==> config.mk <==
export PLATFORM = sky130hd
export DESIGN_NAME = player_rockets_ctrl_flat
export DESIGN_NICKNAME = d
export VERILOG_FILES = /design/src/rtl/rockets_pkg.sv /design/src/rtl/player_rockets_ctrl_if.sv /design/src/rtl/player_rocket_slot.sv /design/src/rtl/player_rockets_ctrl.sv /design/src/flat_wrapper.sv
export SDC_FILE = /design/constraint.sdc
export NUM_CORES = 1
export LEC_CHECK = 0
export CAP_MARGIN = 20
export CORE_ASPECT_RATIO = 1.1
export CORE_MARGIN = 4
export CORE_UTILIZATION = 25
export CTS_CLUSTER_DIAMETER = 50
export DETAILED_ROUTE_END_ITERATION = 10
export PLACE_DENSITY = 0.48
export SYNTH_ARGS = -nofsm -noshare
export SYNTH_HDL_FRONTEND = slang
export SYNTH_SLANG_ARGS = --single-unit
==> constraint.sdc <==
create_clock -name clk -period 3.8 [get_ports clk]
set_input_delay 0.38 -clock clk [delete_from_list [all_inputs] [get_ports clk]]
set_output_delay 0.38 -clock clk [all_outputs]
set_load 0.1 [all_outputs]
==> src/rtl/rockets_pkg.sv <==
// Shared types, default geometry and colour for the player rocket controller.
package rockets_pkg;

    typedef enum logic {
        IDLE   = 1'b0,
        FLYING = 1'b1
    } slot_state_t;

    localparam int SCREEN_W = 640;
    localparam int SCREEN_H = 480;
    localparam int COORD_W  = 11;

    localparam int DEF_ROCKET_W     = 4;
    localparam int DEF_ROCKET_H     = 16;
    localparam int DEF_SPEED        = 8;
    localparam int DEF_LAUNCH_Y     = 440;
    localparam int DEF_LAUNCH_X_OFS = 14;
    localparam int DEF_COOLDOWN     = 15;
    localparam logic [7:0] DEF_ROCKET_COLOR = 8'hFC;

    // Half-open span test done one bit wider so a rocket near 2047 never wraps.
    function automatic logic in_span(input logic [COORD_W-1:0] pos,
                                     input logic [COORD_W-1:0] lo,
                                     input int                 len);
        logic [COORD_W:0] p;
        logic [COORD_W:0] l;
        p = {1'b0, pos};
        l = {1'b0, lo};
        return (p >= l) && (p < l + (COORD_W+1)'(len));
    endfunction

endpackage

==> src/rtl/player_rockets_ctrl_if.sv <==
// Pixel scan in, per-slot drawing requests and colours out toward the objects mux.
interface player_rockets_ctrl_if;
    logic [10:0] pixelX;
    logic [10:0] pixelY;
    logic [1:0]  p_rockets_DR;
    logic [7:0]  p_rocket0_RGB;
    logic [7:0]  p_rocket1_RGB;

    modport master (
        input  pixelX, pixelY,
        output p_rockets_DR, p_rocket0_RGB, p_rocket1_RGB
    );

    modport slave (
        output pixelX, pixelY,
        input  p_rockets_DR, p_rocket0_RGB, p_rocket1_RGB
    );
endinterface

==> src/rtl/player_rocket_slot.sv <==
// One rocket slot: flight state, position, and registered drawing request/colour.
//   state  | meaning
//   IDLE   | slot free, nothing drawn, may be launched at startOfFrame
//   FLYING | rocket on screen, climbs SPEED pixels per frame
module player_rocket_slot
    import rockets_pkg::*;
#(
    parameter int         ROCKET_W     = DEF_ROCKET_W,
    parameter int         ROCKET_H     = DEF_ROCKET_H,
    parameter int         SPEED        = DEF_SPEED,
    parameter int         LAUNCH_Y     = DEF_LAUNCH_Y,
    parameter logic [7:0] ROCKET_COLOR = DEF_ROCKET_COLOR
) (
    input  logic               clk,
    input  logic               resetN,
    input  logic               startOfFrame,
    input  logic               launch,
    input  logic               collision,
    input  logic [COORD_W-1:0] launch_x,
    input  logic [COORD_W-1:0] pixelX,
    input  logic [COORD_W-1:0] pixelY,
    output logic               flying,
    output logic               dr,
    output logic [7:0]         rgb
);
    localparam logic [COORD_W-1:0] SPEED_C    = COORD_W'(SPEED);
    localparam logic [COORD_W-1:0] LAUNCH_Y_C = COORD_W'(LAUNCH_Y);

    slot_state_t        state_q, state_d;
    logic [COORD_W-1:0] x_q, x_d, y_q, y_d;
    logic               hit;

    always_ff @(posedge clk or negedge resetN) begin
        if (!resetN) begin
            state_q <= IDLE;
            x_q     <= '0;
            y_q     <= '0;
        end else begin
            state_q <= state_d;
            x_q     <= x_d;
            y_q     <= y_d;
        end
    end

    // Retirement is decided before subtracting because y is unsigned.
    always_comb begin
        state_d = state_q;
        x_d     = x_q;
        y_d     = y_q;
        case (state_q)
            IDLE: begin
                if (launch) begin
                    state_d = FLYING;
                    x_d     = launch_x;
                    y_d     = LAUNCH_Y_C;
                end
            end
            FLYING: begin
                if (collision) begin
                    state_d = IDLE;
                end else if (startOfFrame) begin
                    if (y_q < SPEED_C) state_d = IDLE;
                    else               y_d = y_q - SPEED_C;
                end
            end
        endcase
    end

    // A slot leaving FLYING stops drawing on the very next cycle.
    assign hit = (state_q == FLYING) && (state_d == FLYING)
               && in_span(pixelX, x_q, ROCKET_W)
               && in_span(pixelY, y_q, ROCKET_H);

    always_ff @(posedge clk or negedge resetN) begin
        if (!resetN) begin
            dr  <= 1'b0;
            rgb <= 8'h00;
        end else begin
            dr  <= hit;
            rgb <= hit ? ROCKET_COLOR : 8'h00;
        end
    end

    assign flying = (state_q == FLYING);

endmodule

==> src/rtl/player_rockets_ctrl.sv <==
// Player rocket controller: fire sync/edge detect, cooldown, slot arbitration, two slots.
module player_rockets_ctrl
    import rockets_pkg::*;
#(
    parameter int         ROCKET_W     = DEF_ROCKET_W,
    parameter int         ROCKET_H     = DEF_ROCKET_H,
    parameter int         SPEED        = DEF_SPEED,
    parameter int         LAUNCH_Y     = DEF_LAUNCH_Y,
    parameter int         LAUNCH_X_OFS = DEF_LAUNCH_X_OFS,
    parameter int         COOLDOWN     = DEF_COOLDOWN,
    parameter logic [7:0] ROCKET_COLOR = DEF_ROCKET_COLOR
) (
    input  logic                         clk,
    input  logic                         resetN,
    input  logic                         startOfFrame,
    input  logic                         fireKey,
    input  logic [10:0]                  playerX,
    input  logic [1:0]                   collision,
    player_rockets_ctrl_if.master        draw,
    output logic                         firedPulse
);
    localparam int             CD_W       = (COOLDOWN < 2) ? 1 : $clog2(COOLDOWN + 1);
    localparam logic [CD_W-1:0] COOLDOWN_C = CD_W'(COOLDOWN);

    logic            fire_sync, fire_prev, fire_pending;
    logic [CD_W-1:0] cooldown_cnt;
    logic [1:0]      flying, launch, dr;
    logic [7:0]      rgb [2];
    logic            launch_ok;
    logic [10:0]     launch_x;

    assign launch_x  = playerX + 11'(LAUNCH_X_OFS);
    assign launch_ok = startOfFrame && fire_pending && (cooldown_cnt == '0) && !(&flying);
    // Slot 0 wins when both are free.
    assign launch[0] = launch_ok && !flying[0];
    assign launch[1] = launch_ok &&  flying[0] && !flying[1];

    always_ff @(posedge clk or negedge resetN) begin
        if (!resetN) begin
            fire_sync    <= 1'b0;
            fire_prev    <= 1'b0;
            fire_pending <= 1'b0;
            cooldown_cnt <= '0;
            firedPulse   <= 1'b0;
        end else begin
            fire_sync <= fireKey;
            fire_prev <= fire_sync;
            // A press lives for at most one frame boundary.
            if (startOfFrame)                fire_pending <= 1'b0;
            else if (fire_sync && !fire_prev) fire_pending <= 1'b1;
            if (launch_ok)
                cooldown_cnt <= COOLDOWN_C;
            else if (startOfFrame && (cooldown_cnt != '0))
                cooldown_cnt <= cooldown_cnt - CD_W'(1);
            firedPulse <= launch_ok;
        end
    end

    for (genvar i = 0; i < 2; i++) begin : g_slot
        player_rocket_slot #(
            .ROCKET_W     (ROCKET_W),
            .ROCKET_H     (ROCKET_H),
            .SPEED        (SPEED),
            .LAUNCH_Y     (LAUNCH_Y),
            .ROCKET_COLOR (ROCKET_COLOR)
        ) u_slot (
            .clk          (clk),
            .resetN       (resetN),
            .startOfFrame (startOfFrame),
            .launch       (launch[i]),
            .collision    (collision[i]),
            .launch_x     (launch_x),
            .pixelX       (draw.pixelX),
            .pixelY       (draw.pixelY),
            .flying       (flying[i]),
            .dr           (dr[i]),
            .rgb          (rgb[i])
        );
    end

    assign draw.p_rockets_DR  = dr;
    assign draw.p_rocket0_RGB = rgb[0];
    assign draw.p_rocket1_RGB = rgb[1];

endmodule

==> src/flat_wrapper.sv <==
// flat-port wrapper written by rule: the top's interface ports become plain ports
module player_rockets_ctrl_flat import rockets_pkg::*;
#(
    parameter int         ROCKET_W     = DEF_ROCKET_W,
    parameter int         ROCKET_H     = DEF_ROCKET_H,
    parameter int         SPEED        = DEF_SPEED,
    parameter int         LAUNCH_Y     = DEF_LAUNCH_Y,
    parameter int         LAUNCH_X_OFS = DEF_LAUNCH_X_OFS,
    parameter int         COOLDOWN     = DEF_COOLDOWN,
    parameter logic [7:0] ROCKET_COLOR = DEF_ROCKET_COLOR
)
  (clk, resetN, startOfFrame, fireKey, playerX, collision, firedPulse, draw_pixelX, draw_pixelY, draw_p_rockets_DR, draw_p_rocket0_RGB, draw_p_rocket1_RGB);
  player_rockets_ctrl_if draw_i ();
  input  logic clk;
  input  logic resetN;
  input  logic startOfFrame;
  input  logic fireKey;
  input  logic [10:0] playerX;
  input  logic [1:0] collision;
  output logic firedPulse;
  input wire logic [$bits(draw_i.pixelX)-1:0] draw_pixelX;
  input wire logic [$bits(draw_i.pixelY)-1:0] draw_pixelY;
  output wire logic [$bits(draw_i.p_rockets_DR)-1:0] draw_p_rockets_DR;
  output wire logic [$bits(draw_i.p_rocket0_RGB)-1:0] draw_p_rocket0_RGB;
  output wire logic [$bits(draw_i.p_rocket1_RGB)-1:0] draw_p_rocket1_RGB;
  assign draw_i.pixelX = draw_pixelX;
  assign draw_i.pixelY = draw_pixelY;
  assign draw_p_rockets_DR = draw_i.p_rockets_DR;
  assign draw_p_rocket0_RGB = draw_i.p_rocket0_RGB;
  assign draw_p_rocket1_RGB = draw_i.p_rocket1_RGB;
  player_rockets_ctrl #(.ROCKET_W(ROCKET_W), .ROCKET_H(ROCKET_H), .SPEED(SPEED), .LAUNCH_Y(LAUNCH_Y), .LAUNCH_X_OFS(LAUNCH_X_OFS), .COOLDOWN(COOLDOWN), .ROCKET_COLOR(ROCKET_COLOR)) u_core (.clk(clk), .resetN(resetN), .startOfFrame(startOfFrame), .fireKey(fireKey), .playerX(playerX), .collision(collision), .draw(draw_i), .firedPulse(firedPulse));
endmodule
# After elaboration in Yosys (flattened, before gate mapping)
# Index checks and enable logic that the tools add are counted.
# op_classes
add_sub_neg	8
order_cmp	10
reduce_logical	31
bitwise_logic	2
n_mux	26
eq_ne	8
# ops
operator	n
$mux W11	8
$lt A11 B12 Y1	4
$ge A11 B11 Y1	4
$pmux W11 S2	2
$add A11 B3 Y12 const B	2
$add A11 B5 Y12 const B	2
$lt A11 B4 Y1 const B	2
$sub A11 B4 Y11 const B	2
$logic_and A1 B1 Y1	18
$mux W8	2
$ne A2 B2 Y1 const B	8
$add A11 B4 Y11 const B	1
$mux W1	10
$mux W4	2
$reduce_and A4 Y1	2
$reduce_and A2 Y1	3
$logic_not A1 Y1	4
$logic_not A4 Y1	1
$pmux W1 S2	2
$reduce_bool A2 Y1	2
$reduce_bool A4 Y1	1
$sub A4 B1 Y4 const B	1
$not A1 Y1	2
# word_totals
reg_bits	72
in_bits	39
output_inout_bits	19
word_cells	100

# Logic depth before layout (Yosys ltp)
# depth
ltp_word	11
depth_mapped	10
depth_no_buf	10

# Hierarchy
# From an unflattened synthesis, not the netlist that was laid out.
# hier_totals
hier_cells	525
area_unflattened_um2	4662.0
# modules_own_cells
mod	cells_each	seq_area_each_um2	area_each_um2	instances
player_rocket_slot	233	525.5	2043.2	2
player_rockets_ctrl	59	200.2	575.6	1

# Worst setup path before layout
# Ideal clock, no wire load.
# synth_timing
path_kind	register -> register
from	register u_core.g_slot[0].u_slot.x_q[2]
to	register u_core.g_slot[0].u_slot.rgb[6]
stages_incl_launch_ff	11
required_ps	3699
arrival_time_ps	2279
period_less_slack_ps	2380
setup_slack_ps	1420
path_buffers	0
setup_time_ps	101
cell_sequence	dfrtp_1 > ha_1 > and3_1 > xnor2_1 > ha_1 > a21o_1 > a21oi_1 > o311ai_0 > o2111a_1 > o21a_1 > nor4_1
# synth_between
elab_chain_len	6
elab_cells_between_ends	7
classes_between	add/sub (1); order compare (2); mux (1); reduce/logical (3)
# synth_rtl
element	line	rtl
start: declaration	player_rocket_slot.sv:30	logic [COORD_W-1:0] x_q, x_d, y_q, y_d;
start signal: assignment	player_rocket_slot.sv:36	x_q <= '0;
start signal: assignment	player_rocket_slot.sv:40	x_q <= x_d;
$add A11 B3 Y12	rockets_pkg.sv:29	return (p >= l) && (p < l + (COORD_W+1)'(len));
$lt A11 B12 Y1	rockets_pkg.sv:29	
$logic_and A1 B1 Y1 (*)	rockets_pkg.sv:29	
$logic_and A1 B1 Y1 (*)	player_rocket_slot.sv:71	&& in_span(pixelX, x_q, ROCKET_W)
$logic_and A1 B1 Y1 (*)	player_rocket_slot.sv:72	&& in_span(pixelY, y_q, ROCKET_H);
via u_core.g_slot[0].u_slot.hit	player_rocket_slot.sv:31	logic hit;
$mux W8 (*)	player_rocket_slot.sv:80	rgb <= hit ? ROCKET_COLOR : 8'h00;
end signal: assignment	player_rocket_slot.sv:80	
end: declaration	player_rocket_slot.sv:24	output logic [7:0] rgb
# The timed path passes the listed nets; every way through them passes the cells marked *.
# A chain may end at the register's enable or synchronous reset.

# Final worst setup path
# Same ends and word-level chain as after synthesis.

==> run metrics <==
most common library cell in the layout ignoring fill and taps ha_1; cell-internal power about 0.0013 W; number of endpoints with negative hold slack in the final report 0; number of post-CTS setup repair buffers 0; area share of fa/ha/maj cells after synthesis a little under a quarter; final net count about 660; commonest non-fill, non-tap cells in the layout ha_1 (82), inv_1 (53), nand2_1 (52); sequence of cells on the critical path ha_1, and3_1, xnor2_1, ha_1, a21o_1, a21oi_1, o311ai_0, o2111a_1, o21a_1, nor4_1; RSZ-0062 raised after global routing no; maximum number of pins on one net before global-route repair 35; vertical die dimension between 100 and 150 microns; dominant synthesized flop cell dfrtp_1; min Tclk post-route 2.69 ns; number of violations of the max-capacitance limit 0; worst path arrival time 2.88 ns; width of the die ~130 microns; largest fanout on the critical path 5; Clock Latency Late Sink 0.29 ns; relative slew slack 34.9%; post_cts resized 0; number of flops mapped to enable cells by yosys 0; GRT Total Usage 11.2%; fraction of synthesized area in multiplexers less than 1%; setup TNS 0 ns; buffers from clock root to sink, at most 2; CP max stage cell dfrtp_1; type of element capturing the critical path flop; crit share post-route 70.8%; final-report setup violation count 0; sink count of the clock tree 50; LEAKAGE approximately 2.3 nW; maximum clock frequency between 300 and 400 MHz; ANT nets after route 0; post-synthesis share of cell area spent on xor and xnor gates about 8.5%; global-route wire length before repair approximately 18 mm; instance count of the mapped netlist 508; Top delay family on crit path compound AO/OA/AOI/OAI gates; clock-pin transition on the worst setup and hold timing paths approximately 0.07 ns; Avg Synthesized Cell Area approximately 8.7 sq um; drt first-iter violations 123; basic-gate share of the synthesized area counting and, or, nand and nor cells between 10% and 20%; Placed Instance Area a little over 5000 sq um; number of slew-limit violations in the final report 0; vias in the first global route between 3000 and 4000; WL per Instance between 10 and 15 microns; number of H-tree levels 2; Hold Path Class input port to async pin; register share of total power 37.1%; routability congestion estimate from global placement between 0.8 and 0.9; buffer cell driving the clock tree root clkbuf_16; num ports 58; initial antenna violation count 0; fin area between 5000 and 6000 sq um; Post-DP HPWL around 9.0 mm; die outline area 19900 sq um; clock share of power 22.0%; Std-Cell Core Area about 17000 sq um; clock buffers created by TritonCTS 5; element type at the critical path start flop; critical path data required time ~4.0 ns; Bufs and invs on worst path 0; Post-CTS Hold Fix Bufs 0; TritonRoute pass-1 iters 4; fraction of synthesis flops using an asynchronous set or reset pin 100%; per-cell via count in the routed design about 4.6; grt total ovfl 0; row count 50; complex-gate fraction of the synthesized area a little over an eighth; switching part of the total power 38.7%; overall routed net length around 11 mm; synthesis-to-finish area growth 17.7%; status complete, no violations; mapped cell area 4430 sq um; largest family of logic cells by synthesized area adder cells; power density over cell area 407 nW/um^2; class of the most critical setup path flop to flop; Comb power frac between 40% and 50%; actual slew at the worst max-slew pin ~1 ns; maximum VDD drop about 170 uV; proportion of synthesized chip area in sequential cells approximately 28%; Net Sw Power a little over 0.0008 W; effective utilization at floorplan approximately a quarter; most frequent cell on the critical path ha_1; fraction of final layout cells sized beyond drive strength 1 around 4.6%; number of buffers inserted by port buffering 50; TritonCTS clock tree yes; Max stage delay on crit path ~0.45 ns; post-synthesis register bit count 50; number of design rule violations left after detail routing 0; number of antenna cells inserted 0; number of vias in the routed layout 3583; Worst Skew 0.00576 ns; Distinct cells, synth around 50; number of warnings reported in the yosys synthesis log 0; number of fill cells 1800
registers in the layout, indices dropped and copies added, names as in the netlist:
register,cells
u_core.fire_pending,1
u_core.g_slot.u_slot.y_q,16
u_core.g_slot.u_slot.flying,2
u_core.fire_sync,1
u_core.g_slot.u_slot.rgb,2
u_core.fire_prev,1
u_core.firedPulse,1
u_core.g_slot.u_slot.x_q,22
u_core.cooldown_cnt,4
through the flow:
step,hold slack [ns],std cells,util [%],setup WS [ns],power [W]
2_1_floorplan,0.0844,511,-,1.42,0.00140
3_3_place_gp,0.344,770,29.4,1.14,0.00163
3_5_place_dp,0.352,770,29.4,1.13,0.00167
4_1_cts,0.0377,778,30.3,1.12,0.00215
5_1_grt,0.0503,778,30.3,0.895,0.00234
6_report,0.0276,778,30.3,1.11,0.00212
power groups by stage:
stage	Clock (W)	Sequential, W	Combinational (W)
after floorplan	0	0.000746	0.000654
after global placement	0	0.000794	0.000833
after detailed placement	0	0.000801	0.000870
after CTS	0.000482	0.000790	0.000877
after global routing	0.000505	0.000812	0.00102
final	0.000467	0.000787	0.000868
layout make-up:
class	count	area, sq um	share of cell area (%)
clock buffers	6	139	2.67
clock inverters	2	16.3	0.312
inverters	54	203	3.89
multi-input cells	381	2810	53.8
flip-flops and latches	50	1250	24.0
well taps	234	293	5.62
repair buffers	51	503	9.65
final timing paths:
check | startpoint | end | slack (ns) | cells after the start
max in group asynchronous | resetN | u_core.cooldown_cnt[2] | 2.96 | 2
worst max register to register | u_core.g_slot[0].u_slot.x_q[2] | u_core.g_slot[0].u_slot.rgb[6] | 1.11 | 10
min in group clk | u_core.fire_sync | u_core.fire_prev | 0.38 | 0
worst min-delay path | resetN | u_core.g_slot[0].u_slot.x_q[4] | 0.03 | 1
worst min register to register | u_core.fire_sync | u_core.fire_prev | 0.38 | 0
worst max-delay path | u_core.g_slot[0].u_slot.x_q[2] | u_core.g_slot[0].u_slot.rgb[6] | 1.11 | 10
kinds of logic (layout without fill, tap and decap cells):
family | after synthesis | count (layout)
simple gates | 150 | 150
compound gates | 101 | 101
fa+ha+maj | 82 | 82
buf+inv | 80 | 113
flops | 50 | 50
xor+xnor | 43 | 43
other cells | 1 | 4
mux | 1 | 1
per-layer routing:
metal	global-route usage, %	share of wire (%)	routed length [microns]	up-vias
met5	0	0	0	-
met1	14.1	45	4870	1694
met4	3.62	2.1	223	0
li1	-	-	-	1808
met2	19.5	50	5360	67
met3	1.67	3.3	361	14
cell usage after synthesis (2+ instances only):
library cell,n,area [sq um]
a21oi_1,28,140
a31oi_1,2,12.5
nor4_1,4,25.0
o2111ai_1,2,17.5
and3_1,9,56.3
inv_1,53,199
a211oi_1,4,30.0
clkbuf_1,5,18.8
o21ai_0,38,190
ha_1,82,1030
o21a_1,3,22.5
and4_1,2,17.5
o31a_1,2,17.5
nand2b_1,3,18.8
nor2_1,20,75.1
buf_4,18,135
or2_2,4,25.0
or3_1,4,25.0
o22ai_1,2,12.5
nand4_1,4,25.0
or3b_4,2,22.5
a21o_1,10,75.1
nor4_2,3,37.5
nand2_1,52,195
dfrtp_1,50,1250
nand3_1,21,105
xnor2_1,34,298
a2111oi_0,2,17.5
xor2_1,9,78.8
nor2b_1,2,12.5
nor3_1,14,70.1
Note: power is estimated with default switching activity, not from simulation.
